===== config.mk =====
export PLATFORM = sky130hd
export DESIGN_NAME = alu_muldiv
export DESIGN_NICKNAME = d
export VERILOG_FILES = /design/src/rtl/alu_muldiv.sv
export SDC_FILE = /design/constraint.sdc
export NUM_CORES = 2
export LEC_CHECK = 0
export BUFFER_PORTS_ARGS = -buffer_cell sky130_fd_sc_hd__buf_2
export CAP_MARGIN = 20
export CORE_MARGIN = 4
export CORE_UTILIZATION = 65
export DETAILED_ROUTE_END_ITERATION = 10
export PLACE_DENSITY = 0.92
export SLEW_MARGIN = 15
export SYNTH_ARGS = -nofsm -noshare
export SYNTH_HDL_FRONTEND = slang
export SYNTH_SLANG_ARGS = --single-unit
export TNS_END_PERCENT = 30

===== constraint.sdc =====
create_clock -name clk -period 4.45 [get_ports clk]
set_clock_uncertainty 0.15 [all_clocks]
set_input_delay 0.2225 -clock clk [delete_from_list [all_inputs] [get_ports clk]]
set_output_delay 0.2225 -clock clk [all_outputs]
set_load 0.02 [all_outputs]

===== src/rtl/alu_muldiv.sv =====
// -----------------------------------------------------------------------------
// alu_muldiv
//   Multiply/divide unit beside the EX-stage ALU. Owns the HI/LO registers and
//   runs multi-cycle MULT/MULTU (fixed latency MUL_LAT) and DIV/DIVU (restoring
//   shift-subtract, WIDTH+1 cycles). MTHI/MTLO write HI/LO in a single edge.
//
//   Optional feature macro: ALU_MULDIV_MADD_EN
//     When defined, op codes 0110..1001 (MADD/MADDU/MSUB/MSUBU) accumulate the
//     product into {hi,lo} at the final multiply edge. When undefined, those
//     codes are no-ops and the accumulate adder is not built.
//
//   Parameters
//     WIDTH    operand and HI/LO width (even, >= 8)
//     MUL_LAT  cycles busy stays high for a multiply (1..63)
//
//   Ports
//     clk      clock, rising edge
//     reset_n  asynchronous active-low reset
//     start    request strobe, sampled only while busy is low
//     op       operation code
//     A        rs operand / dividend / MTHI-MTLO source
//     B        rt operand / divisor
//     busy     multi-cycle operation in flight
//     hi, lo   HI and LO registers
// -----------------------------------------------------------------------------
module alu_muldiv #(
    parameter int WIDTH   = 32,
    parameter int MUL_LAT = 5
) (
    input  logic             clk,
    input  logic             reset_n,
    input  logic             start,
    input  logic [3:0]       op,
    input  logic [WIDTH-1:0] A,
    input  logic [WIDTH-1:0] B,
    output logic             busy,
    output logic [WIDTH-1:0] hi,
    output logic [WIDTH-1:0] lo
);

    // One counter serves both the multiply latency and the divide bit count.
    localparam int CNT_MAX = (WIDTH > MUL_LAT) ? WIDTH : MUL_LAT;
    localparam int CW      = $clog2(CNT_MAX + 1);

    typedef enum logic [1:0] {
        S_IDLE,
        S_MUL,
        S_DIV,
        S_DIV_FIX
    } state_e;

    typedef enum logic [3:0] {
        OP_MULT  = 4'b0000,
        OP_MULTU = 4'b0001,
        OP_DIV   = 4'b0010,
        OP_DIVU  = 4'b0011,
        OP_MTHI  = 4'b0100,
        OP_MTLO  = 4'b0101,
        OP_MADD  = 4'b0110,
        OP_MADDU = 4'b0111,
        OP_MSUB  = 4'b1000,
        OP_MSUBU = 4'b1001
    } op_e;

    state_e             state_q, state_d;
    logic [CW-1:0]      cnt_q, cnt_d;
    logic [2*WIDTH-1:0] prod_q, prod_d;
    // Dividend bits leave the top of quo_q while quotient bits enter the bottom.
    logic [WIDTH-1:0]   quo_q, quo_d;
    logic [WIDTH-1:0]   rem_q, rem_d;
    logic [WIDTH-1:0]   dvs_q, dvs_d;
    logic               neg_quo_q, neg_quo_d;
    logic               neg_rem_q, neg_rem_d;
    logic               div0_q, div0_d;
    logic [WIDTH-1:0]   hi_q, hi_d;
    logic [WIDTH-1:0]   lo_q, lo_d;
`ifdef ALU_MULDIV_MADD_EN
    logic               acc_q, acc_d;
    logic               sub_q, sub_d;
    logic [2*WIDTH-1:0] hilo;
`endif

    logic               mul_sgn;
    logic               div_sgn;
    logic [2*WIDTH-1:0] a_ext, b_ext, product;
    logic [WIDTH-1:0]   a_abs, b_abs;
    logic [WIDTH:0]     rem_sh, trial;

    // Operand conditioning and the divide datapath step.
    always_comb begin
        mul_sgn = (op == OP_MULT) || (op == OP_MADD) || (op == OP_MSUB);
        div_sgn = (op == OP_DIV);
        // Extending to 2*WIDTH first makes one unsigned multiplier serve both
        // signednesses: the low 2*WIDTH bits of the product are exact.
        a_ext   = mul_sgn ? {{WIDTH{A[WIDTH-1]}}, A} : {{WIDTH{1'b0}}, A};
        b_ext   = mul_sgn ? {{WIDTH{B[WIDTH-1]}}, B} : {{WIDTH{1'b0}}, B};
        product = a_ext * b_ext;
        // |-2^(WIDTH-1)| wraps to 2^(WIDTH-1), which is still correct unsigned.
        a_abs   = (div_sgn && A[WIDTH-1]) ? -A : A;
        b_abs   = (div_sgn && B[WIDTH-1]) ? -B : B;
        // The shifted remainder needs one extra bit before the trial subtract.
        rem_sh  = {rem_q, quo_q[WIDTH-1]};
        trial   = rem_sh - {1'b0, dvs_q};
    end

`ifdef ALU_MULDIV_MADD_EN
    assign hilo = {hi_q, lo_q};
`endif

    // Next-state and datapath control.
    always_comb begin
        // NOTE: every signal gets a default first, so no path can infer a latch.
        state_d   = state_q;
        cnt_d     = cnt_q;
        prod_d    = prod_q;
        quo_d     = quo_q;
        rem_d     = rem_q;
        dvs_d     = dvs_q;
        neg_quo_d = neg_quo_q;
        neg_rem_d = neg_rem_q;
        div0_d    = div0_q;
        hi_d      = hi_q;
        lo_d      = lo_q;
`ifdef ALU_MULDIV_MADD_EN
        acc_d     = acc_q;
        sub_d     = sub_q;
`endif

        case (state_q)
            S_IDLE: begin
                if (start) begin
                    case (op)
                        OP_MULT, OP_MULTU: begin
                            prod_d  = product;
                            cnt_d   = CW'(MUL_LAT);
                            state_d = S_MUL;
`ifdef ALU_MULDIV_MADD_EN
                            acc_d   = 1'b0;
                            sub_d   = 1'b0;
`endif
                        end
`ifdef ALU_MULDIV_MADD_EN
                        OP_MADD, OP_MADDU, OP_MSUB, OP_MSUBU: begin
                            prod_d  = product;
                            cnt_d   = CW'(MUL_LAT);
                            state_d = S_MUL;
                            acc_d   = 1'b1;
                            sub_d   = (op == OP_MSUB) || (op == OP_MSUBU);
                        end
`endif
                        OP_DIV, OP_DIVU: begin
                            quo_d     = a_abs;
                            dvs_d     = b_abs;
                            rem_d     = '0;
                            neg_quo_d = div_sgn && (A[WIDTH-1] ^ B[WIDTH-1]);
                            neg_rem_d = div_sgn && A[WIDTH-1];
                            div0_d    = (B == '0);
                            cnt_d     = CW'(WIDTH);
                            state_d   = S_DIV;
                        end
                        OP_MTHI: hi_d = A;
                        OP_MTLO: lo_d = A;
                        default: ;
                    endcase
                end
            end

            S_MUL: begin
                cnt_d = cnt_q - CW'(1);
                if (cnt_q == CW'(1)) begin
`ifdef ALU_MULDIV_MADD_EN
                    if (acc_q) begin
                        {hi_d, lo_d} = sub_q ? (hilo - prod_q) : (hilo + prod_q);
                    end else begin
                        {hi_d, lo_d} = prod_q;
                    end
`else
                    {hi_d, lo_d} = prod_q;
`endif
                    state_d = S_IDLE;
                end
            end

            S_DIV: begin
                cnt_d = cnt_q - CW'(1);
                if (!trial[WIDTH]) begin
                    rem_d = trial[WIDTH-1:0];
                    quo_d = {quo_q[WIDTH-2:0], 1'b1};
                end else begin
                    rem_d = rem_sh[WIDTH-1:0];
                    quo_d = {quo_q[WIDTH-2:0], 1'b0};
                end
                if (cnt_q == CW'(1)) begin
                    state_d = S_DIV_FIX;
                end
            end

            S_DIV_FIX: begin
                // A zero divisor leaves the full dividend magnitude in the
                // remainder, so re-applying the dividend sign returns A in hi.
                lo_d    = div0_q ? '1 : (neg_quo_q ? -quo_q : quo_q);
                hi_d    = neg_rem_q ? -rem_q : rem_q;
                state_d = S_IDLE;
            end

            default: state_d = S_IDLE;
        endcase
    end

    // NOTE: state registers use non-blocking assignments so all of them
    // update together from values sampled before the edge.
    always_ff @(posedge clk or negedge reset_n) begin
        if (!reset_n) begin
            state_q   <= S_IDLE;
            cnt_q     <= '0;
            prod_q    <= '0;
            quo_q     <= '0;
            rem_q     <= '0;
            dvs_q     <= '0;
            neg_quo_q <= 1'b0;
            neg_rem_q <= 1'b0;
            div0_q    <= 1'b0;
            hi_q      <= '0;
            lo_q      <= '0;
`ifdef ALU_MULDIV_MADD_EN
            acc_q     <= 1'b0;
            sub_q     <= 1'b0;
`endif
        end else begin
            state_q   <= state_d;
            cnt_q     <= cnt_d;
            prod_q    <= prod_d;
            quo_q     <= quo_d;
            rem_q     <= rem_d;
            dvs_q     <= dvs_d;
            neg_quo_q <= neg_quo_d;
            neg_rem_q <= neg_rem_d;
            div0_q    <= div0_d;
            hi_q      <= hi_d;
            lo_q      <= lo_d;
`ifdef ALU_MULDIV_MADD_EN
            acc_q     <= acc_d;
            sub_q     <= sub_d;
`endif
        end
    end

    assign busy = (state_q != S_IDLE);
    assign hi   = hi_q;
    assign lo   = lo_q;

endmodule


==> flow_metrics.tcl <==
set metrics [dict create \
    start_util 0.658 \
    hp-class "input pin to flip-flop" \
    drive_gt1_frac 0.177 \
    yosys_warnings 0 \
    synth.distinct_cells 83 \
    synthesis.area_um2 62800 \
    worstSkewPairLatency_ns 0.54 \
    synth_top_cells_by_count "1,664 x inv_1, 1,414 x fa_1, 1,056 x nand2_1, 364 x ha_1, 339 x and2_1" \
    hold_depth 4 \
    start_kind "input pin" \
    end_kind "flip-flop" \
    clk_path_buf_depth 3 \
    critPathArrivalTime_ns 9.17 \
    timing.setup.tns_ns -183.10 \
    wl_per_cell_um 25.6 \
    worst_pin_slew_ns 1.16 \
    worstPathRequired_ns 4.73 \
    startpoint "op[3]" \
    r2r_setup_slack_ns 0.38 \
    synth_area_per_cell_um2 8.92 \
    layout_setup_ws_ns -4.44 \
    drc_errors 0 \
    vias 55200 \
    firstDrtPassIters 9 \
    rows 113 \
    synth_enable_flop_cells 0 \
    violations "setup timing" \
    timing.rr.end "quo_q[0]" \
    path_buf_inv 11 \
    rsz0062_at_grt "yes" \
    max_cap_violations 0 \
    crit_top_cell "fa_1" \
    grt_pass1_wl_um 343000 \
    grt_pass1_vias 59300 \
    synth.most_common_cell "inv_1" \
    fin_nets 9503 \
    syn-num-nets 8893 \
    critical-path-top-delay-family "adder cells" \
    hold_viol_final 0 \
    rr_startpoint "quo_q[31]" \
    die_w_um 319 \
    max_stage_delay_ns 0.64 \
    synthToLayoutAreaGrowth_pct 16.8 \
    yosysSeqAreaShare 0.0936 \
    numCtsBuffers 21 \
    cp_slowest_cell "fa_1" \
    hold_end "neg_quo_q" \
    die_area_um2 102000 \
    vias_per_cell 6.17 \
    fin_crit_sh 2.00 \
    grt_usage 0.443 \
    hpwl_um 184000 \
    ys_ff_latch 235 \
    core_area_um2 95400 \
    path_clk_slew_ns 0.08 \
    synth_ff_type "dfrtp_1" \
    status "complete, but fails checks" \
    drv_slew 0 \
    h-tree-depth 1 \
    first_iter_violations 7267 \
    yosys-top-cells-area "fa_1 45%, inv_1 9.9%, dfrtp_1 9.4%, ha_1 7.2%, nand2_1 6.3%" \
    port_buffers 135 \
    root_buffer "clkbuf_16" \
    num_io_pins 136 \
    max_freq_mhz 112 \
    finalSetupViolCount 58 \
    antenna_found_initial 18 \
    grt_max_degree 104 \
    reg2reg_depth 14 \
    die_y_um 319 \
    gp_congestion 1.05 \
    drt-total-wl_um 229000 \
    worstPathMaxFanout 12 \
    hp-start "op[0]" \
    slew_headroom 0.216 \
    fin_crit_ns 8.89 \
    yosysTopAreaCell "fa_1" \
    cts_tree "done" \
    synth.top_cell.area_share 0.450 \
    final_antenna_net_count 0 \
    grt_overflow 0 \
    path_class "input pin to flip-flop" \
    synthArstFlopShare 1.00 \
    syn_inst 7044 \
    clkSinkCount 235 \
]
cells by family (layout without fill, tap and decap cells):
logic type	after synthesis	in the layout	synth area share
buffers and inverters	2077	2702	0.125
AO/OA/AOI/OAI	898	898	0.0914
AND/OR/NAND/NOR	1807	1807	0.132
flip-flops	235	235	0.0936
other	0	10	0
adder cells (fa/ha/maj)	1778	1778	0.523
multiplexers	2	2	0.000338
XOR/XNOR	247	247	0.0344
through the flow:
stage	cells	hold WS (ns)	util	instance area, um2	worst slack, ns
final	8944	0.0301	0.769	73400	-4.44
after detailed placement	8844	0.155	0.742	70800	-4.88
after floorplan	7044	-0.223	-	63200	-4.21
after CTS	8915	0.0154	0.761	72600	-4.07
after global placement	8844	0.149	0.742	70800	-4.71
after global routing	8936	0.0521	0.769	73400	-4.61
worst reg2reg max path, delay by kind of cell (launching register included):
family | cells | cell delay [ns]
adder cells (fa/ha/maj) | 2 | 0.50
buffers and inverters | 3 | 0.47
AND/OR/NAND/NOR | 2 | 0.58
AO/OA/AOI/OAI | 7 | 1.83
flip-flops | 1 | 0.39
cell type report:
cell class,instances,area (um2)
clock buffer,29,606
timing repair buffer,999,8490
clock inverter,9,88.8
multi-input combinational,4732,50500
inverter,1665,6260
antenna,10,25.0
sequential,235,5880
fill,5728,22000
tap,1265,1580
placed cells by master (no fill, tap or decap), types with 59 or more instances in the layout:
| master | count |
|---|---|
| inv_1 | 1591 |
| and2_1 | 336 |
| inv_2 | 68 |
| nor2_1 | 128 |
| dfrtp_1 | 235 |
| fa_1 | 1356 |
| o21ai_0 | 171 |
| xnor2_1 | 168 |
| a21oi_1 | 223 |
| o21ai_1 | 69 |
| buf_12 | 74 |
| nand2_1 | 1034 |
| buf_6 | 59 |
| a21o_1 | 100 |
| buf_2 | 95 |
| xor2_1 | 72 |
| ha_1 | 331 |
| buf_4 | 757 |
timing repair:
action	in CTS	in global routing
pin swaps	102	140
setup endpoints to repair	58	58
hold buffers	1	0
endpoints found under the hold margin	100	0
buffers inserted	32	27
gates cloned	1	0
resized for setup	245	175
sequential cells by signal (all words and copies together) (netlist names):
name	flops
state_q	2
lo	32
cnt_q	6
hi	32
neg_rem_q	1
rem_q	32
neg_quo_q	1
dvs_q	32
div0_q	1
quo_q	32
prod_q	64
worst max path at each step:
stage                     cells past startpoint  slack, ns         end
after floorplan                              31      -4.21  prod_q[62]
after global placement                       32      -4.71  prod_q[60]
after global routing                         32      -4.61  prod_q[58]
final                                        32      -4.44  prod_q[58]
after CTS                                    31      -4.07  prod_q[63]
after detailed placement                     31      -4.88  prod_q[60]
per-layer routing:
layer	wire length [um]	share of wire	vias up	global-route usage
met5	100	0.00044	-	0
met4	18600	0.081	16	0.251
met3	36100	0.16	1452	0.171
met2	97100	0.42	4629	0.666
met1	76900	0.34	26800	0.553
li1	-	-	22300	-
Power is left out: the tool's default activity adds up to more than one toggle a clock period on the data nets, which glitch-free logic cannot reach.
